$ cat config.mk
export PLATFORM = sky130hd
export DESIGN_NAME = jtlb_access_arbiter_flat
export DESIGN_NICKNAME = d
export VERILOG_FILES = /design/src/rtl/jtlb_access_arbiter_if.sv /design/src/rtl/jtlb_access_arbiter.sv /design/src/flat_wrapper.sv
export SDC_FILE = /design/constraint.sdc
export NUM_CORES = 1
export LEC_CHECK = 0
export CAP_MARGIN = 25
export CORE_AREA = 2 2 169 171
export CTS_CLUSTER_DIAMETER = 50
export DETAILED_ROUTE_END_ITERATION = 7
export DIE_AREA = 0 0 171 173
export MAX_ROUTING_LAYER = met4
export SYNTH_ARGS = -nofsm -noshare
export SYNTH_HDL_FRONTEND = slang
export SYNTH_SLANG_ARGS = --single-unit
$ cat constraint.sdc
create_clock -name clk -period 2.25 [get_ports clk]
set_input_delay 0.3375 -clock clk [delete_from_list [all_inputs] [get_ports clk]]
set_output_delay 0.3375 -clock clk [all_outputs]
set_load 0.05 [all_outputs]
$ cat src/rtl/jtlb_access_arbiter_if.sv
// Bundle between the I/D/M requesters, the joint TLB port and the arbiter.
//   I side : iReq/iSeg/iOfs in, iAck/iHit/iAdr out
//   D side : dReq/dSeg/dOfs in, dAck/dHit/dAdr out
//   M side : mReq/mOp/mSeg/mOfs/mData in, mAck/mHit out
//   TLB    : tlbValid/tlbOp/tlbSeg/tlbOfs/tlbData out, tlbDone/tlbHit/tlbAdr in
//   status : busy, tmoErr
// slave is the arbiter's view; master is the view of the surrounding logic.
interface jtlb_access_arbiter_if #(
    parameter int unsigned WORD_LENGTH = 32
) ();
    logic                   iReq;
    logic [WORD_LENGTH-1:0] iSeg;
    logic [WORD_LENGTH-1:0] iOfs;
    logic                   iAck;
    logic                   iHit;
    logic [WORD_LENGTH-1:0] iAdr;

    logic                   dReq;
    logic [WORD_LENGTH-1:0] dSeg;
    logic [WORD_LENGTH-1:0] dOfs;
    logic                   dAck;
    logic                   dHit;
    logic [WORD_LENGTH-1:0] dAdr;

    logic                   mReq;
    logic [1:0]             mOp;
    logic [WORD_LENGTH-1:0] mSeg;
    logic [WORD_LENGTH-1:0] mOfs;
    logic [WORD_LENGTH-1:0] mData;
    logic                   mAck;
    logic                   mHit;

    logic                   tlbValid;
    logic [1:0]             tlbOp;
    logic [WORD_LENGTH-1:0] tlbSeg;
    logic [WORD_LENGTH-1:0] tlbOfs;
    logic [WORD_LENGTH-1:0] tlbData;
    logic                   tlbDone;
    logic                   tlbHit;
    logic [WORD_LENGTH-1:0] tlbAdr;

    logic                   busy;
    logic                   tmoErr;

    modport slave (
        input  iReq, iSeg, iOfs,
        output iAck, iHit, iAdr,
        input  dReq, dSeg, dOfs,
        output dAck, dHit, dAdr,
        input  mReq, mOp, mSeg, mOfs, mData,
        output mAck, mHit,
        output tlbValid, tlbOp, tlbSeg, tlbOfs, tlbData,
        input  tlbDone, tlbHit, tlbAdr,
        output busy, tmoErr
    );

    modport master (
        output iReq, iSeg, iOfs,
        input  iAck, iHit, iAdr,
        output dReq, dSeg, dOfs,
        input  dAck, dHit, dAdr,
        output mReq, mOp, mSeg, mOfs, mData,
        input  mAck, mHit,
        input  tlbValid, tlbOp, tlbSeg, tlbOfs, tlbData,
        output tlbDone, tlbHit, tlbAdr,
        input  busy, tmoErr
    );
endinterface

$ cat src/rtl/jtlb_access_arbiter.sv
// Shares the joint TLB port between instruction fetch (I), data access (D)
// and TLB management (M), one operation in flight at a time.
//   clk : rising-edge clock
//   rst : asynchronous active-low reset
//   bus : requester handshakes, TLB operation port, busy/tmoErr status
// M has priority; I and D alternate when both request. Every output is a flop.
module jtlb_access_arbiter #(
    parameter int unsigned WORD_LENGTH = 32,
    parameter int unsigned TIMEOUT     = 16
) (
    input  logic                  clk,
    input  logic                  rst,
    jtlb_access_arbiter_if.slave  bus
);
    localparam int unsigned    CNT_W    = 8;
    localparam logic [CNT_W-1:0] CNT_LAST = CNT_W'(TIMEOUT - 1);

    localparam logic [1:0] OP_LOOKUP = 2'b00;
    localparam logic [1:0] OP_INSERT = 2'b01;
    localparam logic [1:0] OP_PURGE  = 2'b10;

    localparam logic RR_I = 1'b0;
    localparam logic RR_D = 1'b1;

    typedef enum logic [1:0] {ST_IDLE, ST_WAIT, ST_ACK} state_e;
    typedef enum logic [1:0] {OWN_NONE, OWN_I, OWN_D, OWN_M} owner_e;

    state_e                 state_q,     state_d;
    owner_e                 owner_q,     owner_d;
    logic                   rr_last_q,   rr_last_d;
    logic [CNT_W-1:0]       cnt_q,       cnt_d;
    logic                   tlb_valid_q, tlb_valid_d;
    logic [1:0]             tlb_op_q,    tlb_op_d;
    logic [WORD_LENGTH-1:0] tlb_seg_q,   tlb_seg_d;
    logic [WORD_LENGTH-1:0] tlb_ofs_q,   tlb_ofs_d;
    logic [WORD_LENGTH-1:0] tlb_data_q,  tlb_data_d;
    logic                   i_ack_q,     i_ack_d;
    logic                   i_hit_q,     i_hit_d;
    logic [WORD_LENGTH-1:0] i_adr_q,     i_adr_d;
    logic                   d_ack_q,     d_ack_d;
    logic                   d_hit_q,     d_hit_d;
    logic [WORD_LENGTH-1:0] d_adr_q,     d_adr_d;
    logic                   m_ack_q,     m_ack_d;
    logic                   m_hit_q,     m_hit_d;
    logic                   busy_q,      busy_d;
    logic                   tmo_err_q,   tmo_err_d;

    // Completion of the current operation, either by tlbDone or by timeout
    logic                   fin;
    logic                   fin_hit;
    logic [WORD_LENGTH-1:0] fin_adr;

    // Next-state, operand capture and result routing
    always_comb begin
        state_d    = state_q;
        owner_d    = owner_q;
        rr_last_d  = rr_last_q;
        cnt_d      = cnt_q;
        tlb_op_d   = tlb_op_q;
        tlb_seg_d  = tlb_seg_q;
        tlb_ofs_d  = tlb_ofs_q;
        tlb_data_d = tlb_data_q;
        tmo_err_d  = 1'b0;
        fin        = 1'b0;
        fin_hit    = 1'b0;
        fin_adr    = '0;

        unique case (state_q)
            ST_IDLE: begin
                if (bus.mReq) begin
                    owner_d    = OWN_M;
                    // Reserved encoding 11 behaves as a purge
                    tlb_op_d   = (bus.mOp == 2'b00) ? OP_LOOKUP :
                                 (bus.mOp == 2'b01) ? OP_INSERT : OP_PURGE;
                    tlb_seg_d  = bus.mSeg;
                    tlb_ofs_d  = bus.mOfs;
                    tlb_data_d = bus.mData;
                    cnt_d      = '0;
                    state_d    = ST_WAIT;
                end else if (bus.iReq && (!bus.dReq || rr_last_q == RR_D)) begin
                    owner_d    = OWN_I;
                    rr_last_d  = RR_I;
                    tlb_op_d   = OP_LOOKUP;
                    tlb_seg_d  = bus.iSeg;
                    tlb_ofs_d  = bus.iOfs;
                    tlb_data_d = '0;
                    cnt_d      = '0;
                    state_d    = ST_WAIT;
                end else if (bus.dReq) begin
                    owner_d    = OWN_D;
                    rr_last_d  = RR_D;
                    tlb_op_d   = OP_LOOKUP;
                    tlb_seg_d  = bus.dSeg;
                    tlb_ofs_d  = bus.dOfs;
                    tlb_data_d = '0;
                    cnt_d      = '0;
                    state_d    = ST_WAIT;
                end
            end
            ST_WAIT: begin
                // A done arriving on the timeout edge takes precedence
                if (bus.tlbDone) begin
                    fin     = 1'b1;
                    fin_hit = bus.tlbHit;
                    fin_adr = bus.tlbAdr;
                end else if (cnt_q == CNT_LAST) begin
                    fin       = 1'b1;
                    tmo_err_d = 1'b1;
                end else begin
                    cnt_d = cnt_q + CNT_W'(1);
                end
                if (fin) begin
                    state_d = ST_ACK;
                end
            end
            ST_ACK: begin
                state_d = ST_IDLE;
                owner_d = OWN_NONE;
            end
            default: begin
                state_d = ST_IDLE;
                owner_d = OWN_NONE;
            end
        endcase

        i_ack_d = fin && (owner_q == OWN_I);
        i_hit_d = i_ack_d && fin_hit;
        i_adr_d = i_ack_d ? fin_adr : '0;
        d_ack_d = fin && (owner_q == OWN_D);
        d_hit_d = d_ack_d && fin_hit;
        d_adr_d = d_ack_d ? fin_adr : '0;
        m_ack_d = fin && (owner_q == OWN_M);
        // Inserts report no hit
        m_hit_d = m_ack_d && fin_hit && (tlb_op_q != OP_INSERT);

        tlb_valid_d = (state_d == ST_WAIT);
        busy_d      = (state_d != ST_IDLE);
    end

    // State and output registers
    always_ff @(posedge clk or negedge rst) begin
        if (!rst) begin
            state_q     <= ST_IDLE;
            owner_q     <= OWN_NONE;
            rr_last_q   <= RR_D;
            cnt_q       <= '0;
            tlb_valid_q <= 1'b0;
            tlb_op_q    <= '0;
            tlb_seg_q   <= '0;
            tlb_ofs_q   <= '0;
            tlb_data_q  <= '0;
            i_ack_q     <= 1'b0;
            i_hit_q     <= 1'b0;
            i_adr_q     <= '0;
            d_ack_q     <= 1'b0;
            d_hit_q     <= 1'b0;
            d_adr_q     <= '0;
            m_ack_q     <= 1'b0;
            m_hit_q     <= 1'b0;
            busy_q      <= 1'b0;
            tmo_err_q   <= 1'b0;
        end else begin
            state_q     <= state_d;
            owner_q     <= owner_d;
            rr_last_q   <= rr_last_d;
            cnt_q       <= cnt_d;
            tlb_valid_q <= tlb_valid_d;
            tlb_op_q    <= tlb_op_d;
            tlb_seg_q   <= tlb_seg_d;
            tlb_ofs_q   <= tlb_ofs_d;
            tlb_data_q  <= tlb_data_d;
            i_ack_q     <= i_ack_d;
            i_hit_q     <= i_hit_d;
            i_adr_q     <= i_adr_d;
            d_ack_q     <= d_ack_d;
            d_hit_q     <= d_hit_d;
            d_adr_q     <= d_adr_d;
            m_ack_q     <= m_ack_d;
            m_hit_q     <= m_hit_d;
            busy_q      <= busy_d;
            tmo_err_q   <= tmo_err_d;
        end
    end

    assign bus.tlbValid = tlb_valid_q;
    assign bus.tlbOp    = tlb_op_q;
    assign bus.tlbSeg   = tlb_seg_q;
    assign bus.tlbOfs   = tlb_ofs_q;
    assign bus.tlbData  = tlb_data_q;
    assign bus.iAck     = i_ack_q;
    assign bus.iHit     = i_hit_q;
    assign bus.iAdr     = i_adr_q;
    assign bus.dAck     = d_ack_q;
    assign bus.dHit     = d_hit_q;
    assign bus.dAdr     = d_adr_q;
    assign bus.mAck     = m_ack_q;
    assign bus.mHit     = m_hit_q;
    assign bus.busy     = busy_q;
    assign bus.tmoErr   = tmo_err_q;
endmodule

$ cat src/flat_wrapper.sv
// flat-port wrapper written by rule: the top's interface ports become plain ports
module jtlb_access_arbiter_flat 
#(
    parameter int unsigned WORD_LENGTH = 32,
    parameter int unsigned TIMEOUT     = 16
)
  (clk, rst, bus_iReq, bus_iSeg, bus_iOfs, bus_iAck, bus_iHit, bus_iAdr, bus_dReq, bus_dSeg, bus_dOfs, bus_dAck, bus_dHit, bus_dAdr, bus_mReq, bus_mOp, bus_mSeg, bus_mOfs, bus_mData, bus_mAck, bus_mHit, bus_tlbValid, bus_tlbOp, bus_tlbSeg, bus_tlbOfs, bus_tlbData, bus_tlbDone, bus_tlbHit, bus_tlbAdr, bus_busy, bus_tmoErr);
  jtlb_access_arbiter_if #(.WORD_LENGTH(WORD_LENGTH)) bus_i ();
  input  logic clk;
  input  logic rst;
  input wire logic [$bits(bus_i.iReq)-1:0] bus_iReq;
  input wire logic [$bits(bus_i.iSeg)-1:0] bus_iSeg;
  input wire logic [$bits(bus_i.iOfs)-1:0] bus_iOfs;
  output wire logic [$bits(bus_i.iAck)-1:0] bus_iAck;
  output wire logic [$bits(bus_i.iHit)-1:0] bus_iHit;
  output wire logic [$bits(bus_i.iAdr)-1:0] bus_iAdr;
  input wire logic [$bits(bus_i.dReq)-1:0] bus_dReq;
  input wire logic [$bits(bus_i.dSeg)-1:0] bus_dSeg;
  input wire logic [$bits(bus_i.dOfs)-1:0] bus_dOfs;
  output wire logic [$bits(bus_i.dAck)-1:0] bus_dAck;
  output wire logic [$bits(bus_i.dHit)-1:0] bus_dHit;
  output wire logic [$bits(bus_i.dAdr)-1:0] bus_dAdr;
  input wire logic [$bits(bus_i.mReq)-1:0] bus_mReq;
  input wire logic [$bits(bus_i.mOp)-1:0] bus_mOp;
  input wire logic [$bits(bus_i.mSeg)-1:0] bus_mSeg;
  input wire logic [$bits(bus_i.mOfs)-1:0] bus_mOfs;
  input wire logic [$bits(bus_i.mData)-1:0] bus_mData;
  output wire logic [$bits(bus_i.mAck)-1:0] bus_mAck;
  output wire logic [$bits(bus_i.mHit)-1:0] bus_mHit;
  output wire logic [$bits(bus_i.tlbValid)-1:0] bus_tlbValid;
  output wire logic [$bits(bus_i.tlbOp)-1:0] bus_tlbOp;
  output wire logic [$bits(bus_i.tlbSeg)-1:0] bus_tlbSeg;
  output wire logic [$bits(bus_i.tlbOfs)-1:0] bus_tlbOfs;
  output wire logic [$bits(bus_i.tlbData)-1:0] bus_tlbData;
  input wire logic [$bits(bus_i.tlbDone)-1:0] bus_tlbDone;
  input wire logic [$bits(bus_i.tlbHit)-1:0] bus_tlbHit;
  input wire logic [$bits(bus_i.tlbAdr)-1:0] bus_tlbAdr;
  output wire logic [$bits(bus_i.busy)-1:0] bus_busy;
  output wire logic [$bits(bus_i.tmoErr)-1:0] bus_tmoErr;
  assign bus_i.iReq = bus_iReq;
  assign bus_i.iSeg = bus_iSeg;
  assign bus_i.iOfs = bus_iOfs;
  assign bus_iAck = bus_i.iAck;
  assign bus_iHit = bus_i.iHit;
  assign bus_iAdr = bus_i.iAdr;
  assign bus_i.dReq = bus_dReq;
  assign bus_i.dSeg = bus_dSeg;
  assign bus_i.dOfs = bus_dOfs;
  assign bus_dAck = bus_i.dAck;
  assign bus_dHit = bus_i.dHit;
  assign bus_dAdr = bus_i.dAdr;
  assign bus_i.mReq = bus_mReq;
  assign bus_i.mOp = bus_mOp;
  assign bus_i.mSeg = bus_mSeg;
  assign bus_i.mOfs = bus_mOfs;
  assign bus_i.mData = bus_mData;
  assign bus_mAck = bus_i.mAck;
  assign bus_mHit = bus_i.mHit;
  assign bus_tlbValid = bus_i.tlbValid;
  assign bus_tlbOp = bus_i.tlbOp;
  assign bus_tlbSeg = bus_i.tlbSeg;
  assign bus_tlbOfs = bus_i.tlbOfs;
  assign bus_tlbData = bus_i.tlbData;
  assign bus_i.tlbDone = bus_tlbDone;
  assign bus_i.tlbHit = bus_tlbHit;
  assign bus_i.tlbAdr = bus_tlbAdr;
  assign bus_busy = bus_i.busy;
  assign bus_tmoErr = bus_i.tmoErr;
  jtlb_access_arbiter #(.WORD_LENGTH(WORD_LENGTH), .TIMEOUT(TIMEOUT)) u_core (.clk(clk), .rst(rst), .bus(bus_i));
endmodule
==> flow_metrics.env, run 1 <==
export IMPL_status="complete, no violations"
export IMPL_reg2reg_slack_ns=0.35
export IMPL_ir_worst_vdd_v=0.000663
export IMPL_worstSetupEndpointType="output pin"
export IMPL_crit_cells=1
export IMPL_grt_pass1_wl_um=44000
export IMPL_antenna_found_initial=0
export IMPL_required_ns=1.91
export IMPL_viasPerCell=4.62
export IMPL_crit_buf_inv=1
export IMPL_synth_top_cell_by_area="dfrtp_1"
export IMPL_synth_warnings=0
export IMPL_dpl_hpwl_um=21700
export IMPL_drv_slew=0
export IMPL_critical_path_top_delay_family="buffers and inverters"
export IMPL_fmax_ghz=0.494
export IMPL_seq_area_frac_synth=0.578
export IMPL_synth_cells=816
export IMPL_h_tree_depth=4
export IMPL_finalPower_mw=17.5
export IMPL_synthesis_area_mm2=0.00797
export IMPL_reg2reg_to="u_core.cnt_q[7]$_DFFE_PN0P_"
export IMPL_row_count=61
export IMPL_skew_ns=0.0148
export IMPL_worst_slack_ns=0.224
export IMPL_criticalPathCategory="flip-flop to output pin"
export IMPL_holdCritPathClass="primary input to flip-flop"
export IMPL_drt_pass1_iterations=4
export IMPL_yosys_area_top_type_share=0.575
export IMPL_ios=436
export IMPL_p_per_area_mw_per_mm2=1300
export IMPL_whs_ns=0.330
export IMPL_grt_overflow=0
export IMPL_grt_use_total=0.200
export IMPL_max_cap_violations=0
export IMPL_synth_edff_count=0
export IMPL_crit_chain="clkdlybuf4s50_1"
export IMPL_rsz0062_at_grt="no"
export IMPL_cp_arrival_ns=1.69
export IMPL_crit_path_end="bus_tlbSeg[26]"
export IMPL_coreArea_mm2=0.0276
export IMPL_worstMarginPinSlew_ns=0.622
export IMPL_die_height_um=173
export IMPL_ys_ff_latch=184
export IMPL_layout_cells_non_filler=1623
export IMPL_grt_max_degree=81
export IMPL_tns_ns=0
export IMPL_die_w_um=171
export IMPL_syn_area_per_cell_um2=9.76
export IMPL_cts_sink_count=184
export IMPL_synthTopCellsByCount="dfrtp_1 (183), nand2_1 (142), o21ai_0 (123)"
export IMPL_ant_nets=0
export IMPL_drcViolationCount=0
export IMPL_drive_gt1_frac=0.0667
export IMPL_finalHoldViolCount=0
export IMPL_place_gp_congestion=0.830
export IMPL_totalWireLength_um=29400
export IMPL_diodes=0
export IMPL_clock_latency_ns=0.43
export IMPL_dpl_cell_count=1587
export IMPL_cts_tree="yes"
export IMPL_floorplan_initialDensity=0.288
export IMPL_port_buffers=435
export IMPL_grt_pass1_vias=7651
export IMPL_vias=7500
export IMPL_critPathLaunchType="flip-flop"
export IMPL_post_cts_resized=0
export IMPL_ys_types=42
export IMPL_syn_num_nets=1082
export IMPL_dp_slack_ns=0.150
export IMPL_ys_flop_type="dfrtp_1"
export IMPL_slew_limit_headroom=0.584
export IMPL_fin_crit_ns=2.03
export IMPL_cp_slowest_cell="clkdlybuf4s50_1"
export IMPL_leakagePower_nw=5.92
export IMPL_finalCritPeriodShare=0.900
export IMPL_layout_nets=1498
export IMPL_worstSetupStartpoint="u_core.bus.tlbSeg[26]$_DFFE_PN0P_"
export IMPL_setup_viol=0
export IMPL_synth_most_common_cell="dfrtp_1"
export IMPL_timing_rr_start="u_core.cnt_q[5]$_DFFE_PN0P_"
export IMPL_synth_area_leaders="dfrtp_1 (57%), o21ai_0 (7.7%), nand2_1 (6.7%)"
export IMPL_areaGrowthSynthToFinish_pct=69.8
export IMPL_cts_buffer_depth=2
export IMPL_clk_pin_slew_worst_paths_ns=0.08
export IMPL_ys_async_sr_fraction=1.00
export IMPL_drtIter0Drc=333
export IMPL_cts_made_buffers=17
export IMPL_crit_path_max_fanout=2
export IMPL_dieArea_mm2=0.0296
export IMPL_cts_root_buf="clkbuf_16"
export IMPL_cpPeakStageDelay_ns=0.83
export IMPL_wl_per_cell_um=18.1
export IMPL_reg2reg_depth=5
-- flip-flops by register name, summed over array words and instances (netlist names), 2 cells and up --
| register | flops |
|---|---|
| u_core.bus.tlbOp | 2 |
| u_core.owner_q | 2 |
| u_core.bus.tlbOfs | 32 |
| u_core.state_q | 2 |
| u_core.cnt_q | 8 |
| u_core.bus.dAdr | 32 |
| u_core.bus.tlbData | 32 |
| u_core.bus.iAdr | 32 |
| u_core.bus.tlbSeg | 32 |
-- what timing repair did --
| action | 4_1_cts | 5_1_grt |
|---|---|---|
| setup endpoints to repair | 0 | 2 |
| endpoints found under the hold margin | 56 | 0 |
| buffers inserted | 0 | 3 |
| hold buffers | 1 | 0 |
-- layer usage --
layer	vias up	global-route usage	part of all wire	wire length, um
met5	-	-	0	0
met3	38	0.0501	0.070	2050
li1	3648	-	-	-
met1	3508	0.234	0.41	12100
met4	0	0.0713	0.028	824
met2	306	0.332	0.49	14400
-- power breakdown --
| group | internal (mW) | switching [mW] |
|---|---|---|
| logic | 3.16 | 6.11 |
| clock network | 1.64 | 1.60 |
| registers | 4.40 | 0.629 |
-- cell usage in the layout, fill, tap and decap left out, types with 9 or more instances in the layout --
| master | n |
|---|---|
| nand2_1 | 141 |
| and3_1 | 65 |
| buf_4 | 22 |
| clkdlybuf4s50_1 | 432 |
| nor2_1 | 9 |
| buf_12 | 10 |
| dfrtp_1 | 183 |
| clkbuf_16 | 17 |
| and2_1 | 67 |
| a211oi_1 | 64 |
| o21ai_1 | 9 |
| nand3_1 | 38 |
| o21ai_0 | 123 |
-- cells by family (layout without fill, tap and decap cells) --
logic type / Yosys count / after routing / share of synthesized area
simple gates: 346 / 346 / 0.221
flops: 184 / 184 / 0.578
buf+inv: 74 / 503 / 0.0379
fa+ha+maj: 1 / 1 / 0.00157
compound gates: 211 / 211 / 0.162
-- how the worst min path moves through the flow --
stage,from,cells past startpoint,endpoint,slack [ns]
after floorplan,rst,0,u_core.bus.busy$_DFF_PN0_,0.04
after global placement,rst,1,u_core.bus.dAdr[23]$_DFF_PN0_,0.35
after detailed placement,rst,1,u_core.bus.dAdr[23]$_DFF_PN0_,0.35
after CTS,bus_mReq,3,u_core.bus.tlbData[3]$_DFFE_PN0P_,0.30
after global routing,bus_mReq,3,u_core.bus.tlbData[3]$_DFFE_PN0P_,0.32
final,bus_mReq,3,u_core.bus.tlbData[3]$_DFFE_PN0P_,0.33
-- layout make-up --
class / count / area, um^2
Clock inverter: 15 / 213
Sequential cell: 184 / 4610
Inverter: 4 / 15.0
Fill cell: 2679 / 14100
Tap cell: 378 / 473
Multi-Input combinational cell: 558 / 3080
Clock buffer: 17 / 425
Timing Repair Buffer: 467 / 4720
-- metrics by stage --
step | util | area, um^2
final | 0.490 | 13500
after global placement | 0.465 | 12900
after global routing | 0.490 | 13500
after floorplan | - | 7970
after detailed placement | 0.465 | 12900
after CTS | 0.489 | 13500
Note: power is estimated with default switching activity, not from simulation.
==> run 2, diff against run 1 <==
--- a/config.mk
+++ b/config.mk
@@ -10,6 +10,7 @@
 export CTS_CLUSTER_DIAMETER = 50
 export DETAILED_ROUTE_END_ITERATION = 7
 export DIE_AREA = 0 0 171 173
+export GPL_TIMING_DRIVEN = 0
 export MAX_ROUTING_LAYER = met4
 export SYNTH_ARGS = -nofsm -noshare
 export SYNTH_HDL_FRONTEND = slang
==> flow_metrics.env, run 2 (synthesis gave the netlist of run 1 again) <==
export IMPL_cts_made_buffers=17
export IMPL_internal_power_mw=8.89
export IMPL_critPathLaunchType="flip-flop"
export IMPL_skew_ns=0.0173
export IMPL_worstMarginPinSlew_ns=0.721
export IMPL_required_ns=2.61
export IMPL_grt_overflow=0
export IMPL_worst_slack_ns=0.200
export IMPL_criticalPathCategory="flip-flop to flip-flop"
export IMPL_cts_buffer_depth=2
export IMPL_drv_slew=0
export IMPL_port_buffers=434
export IMPL_ant_nets=0
export IMPL_finalPower_mw=17.2
export IMPL_p_per_area_mw_per_mm2=1280
export IMPL_mostFrequentLayoutCells="clkdlybuf4s50_1 (433), dfrtp_1 (183), nand2_1 (142)"
export IMPL_max_cap_violations=0
export IMPL_totalWireLength_um=30500
export IMPL_status="complete, no violations"
export IMPL_fmax_ghz=0.488
export IMPL_fillers=2668
export IMPL_h_tree_depth=4
export IMPL_comb_power_share=0.536
export IMPL_dp_slack_ns=-0.509
export IMPL_reg2reg_depth=5
export IMPL_wl_per_cell_um=18.3
export IMPL_ios=436
export IMPL_fin_crit_ns=2.05
export IMPL_clk_pin_slew_worst_paths_ns=0.08
export IMPL_place_gp_congestion=0.853
export IMPL_worstSetupEndpointType="flip-flop"
export IMPL_drive_gt1_frac=0.0482
export IMPL_dpl_hpwl_um=24200
export IMPL_clock_latency_ns=0.43
export IMPL_dieArea_mm2=0.0296
export IMPL_viasPerCell=4.61
export IMPL_cts_root_buf="clkbuf_16"
export IMPL_grt_pass1_wl_um=45900
export IMPL_reg2reg_slack_ns=0.20
export IMPL_finalHoldViolCount=0
export IMPL_p_sw_frac=0.482
export IMPL_power_switching_mw=8.29
export IMPL_clkPwrFrac=0.175
export IMPL_vias=7670
export IMPL_p_seq_frac=0.290
export IMPL_grt_pass1_vias=7979
export IMPL_grt_use_total=0.210
export IMPL_cts_sink_count=184
export IMPL_slew_limit_headroom=0.519
export IMPL_ir_worst_vdd_v=0.000622
export IMPL_crit_path_max_fanout=10
export IMPL_cts_tree="yes"
export IMPL_holdCritPathClass="primary input to async pin"
export IMPL_die_w_um=171
export IMPL_cp_arrival_ns=2.41
export IMPL_floorplan_initialDensity=0.288
export IMPL_utilization=0.487
export IMPL_timing_rr_start="u_core.state_q[1]$_DFF_PN0_"
export IMPL_drcViolationCount=0
export IMPL_drtIter0Drc=353
export IMPL_areaGrowthSynthToFinish_pct=68.9
export IMPL_postCtsSetupRepairBufs=0
export IMPL_row_count=61
export IMPL_finalCritPeriodShare=0.911
export IMPL_final_common_cell="clkdlybuf4s50_1"
export IMPL_rsz0062_at_grt="no"
export IMPL_setup_viol=0
export IMPL_drt_pass1_iterations=4
export IMPL_coreArea_mm2=0.0276
export IMPL_reg2reg_to="u_core.bus.tlbSeg[13]$_DFFE_PN0P_"
export IMPL_layout_nets=1538
export IMPL_grt_max_degree=64
export IMPL_antenna_found_initial=2
export IMPL_leakagePower_nw=5.84
export IMPL_die_height_um=173
run 2: stage by stage:
step | instances | hold WS (ns) | setup TNS [ns] | area [um^2]
finish | 1665 | 0.437 | 0 | 13500
detailed placement | 1630 | 0.299 | -31.22 | 12800
floorplan | 816 | 0.0419 | 0 | 7970
global placement | 1628 | 0.448 | -1328.23 | 12800
CTS | 1663 | 0.429 | 0 | 13400
global route | 1665 | 0.453 | 0 | 13500
run 2: how the worst max path moves through the flow:
stage | start | endpoint | cells past startpoint
3_3_place_gp | rst | u_core.bus.tlbSeg[17]$_DFFE_PN0P_ | 1
3_5_place_dp | bus_iReq | u_core.bus.tlbSeg[13]$_DFFE_PN0P_ | 6
6_report | u_core.state_q[1]$_DFF_PN0_ | u_core.bus.tlbSeg[13]$_DFFE_PN0P_ | 5
4_1_cts | u_core.state_q[1]$_DFF_PN0_ | u_core.bus.tlbSeg[13]$_DFFE_PN0P_ | 5
5_1_grt | u_core.state_q[1]$_DFF_PN0_ | u_core.bus.iAdr[21]$_DFF_PN0_ | 6
2_1_floorplan | u_core.cnt_q[0]$_DFFE_PN0P_ | u_core.cnt_q[7]$_DFFE_PN0P_ | 5
run 2: worst max-delay path, stage by stage (launching register included):
cell,delay (ns)
dfrtp_1,0.36
clkbuf_1,0.21
nor3_4,0.60
clkbuf_1,0.41
o21ai_0,0.23
o21ai_0,0.18
run 2: timing repair:
| item | 4_1_cts | 5_1_grt |
|---|---|---|
| hold buffers | 1 | 0 |
| setup endpoints to repair | 36 | 35 |
| gates resized for setup | 2 | 3 |
| hold endpoints to repair | 62 | 0 |
run 2: power by group through the flow:
| stage | sequential, mW | combinational, mW | clock (mW) |
|---|---|---|---|
| 2_1_floorplan | 8.56 | 2.06 | 0 |
| 3_3_place_gp | 5.03 | 9.22 | 0 |
| 3_5_place_dp | 5.05 | 9.28 | 0 |
| 4_1_cts | 4.99 | 9.31 | 3.08 |
| 5_1_grt | 5.12 | 9.75 | 3.21 |
| 6_report | 4.98 | 9.20 | 3.00 |
run 2: routing by layer:
metal	wire length [um]	track usage	vias to the layer above
met3	2140	0.0467	33
met5	0	-	-
met4	797	0.0710	0
met2	15600	0.373	308
met1	12000	0.229	3592
li1	-	-	3737
run 2: area by class of cell:
cell class              instances  area (um^2)  share of cell area
plain buffers                  70          288              0.0214
flip-flops and latches        184         4610               0.342
clock inverters                14          158              0.0117
clock buffers                  18          429              0.0319
multi-input cells             558         3070               0.228
repair buffers                437         4410               0.328
well taps                     378          473              0.0351
inverters                       4         15.0             0.00112
diodes                          2         5.00            0.000372
==> run 3, diff against run 2 <==
--- a/config.mk
+++ b/config.mk
@@ -5,6 +5,7 @@
 export SDC_FILE = /design/constraint.sdc
 export NUM_CORES = 1
 export LEC_CHECK = 0
+export ABC_CLOCK_PERIOD_IN_PS = 2250
 export CAP_MARGIN = 25
 export CORE_AREA = 2 2 169 171
 export CTS_CLUSTER_DIAMETER = 50
==> results of run 3 <==
Same layout as run 2: the final DEF is identical, and so are final timing and power.
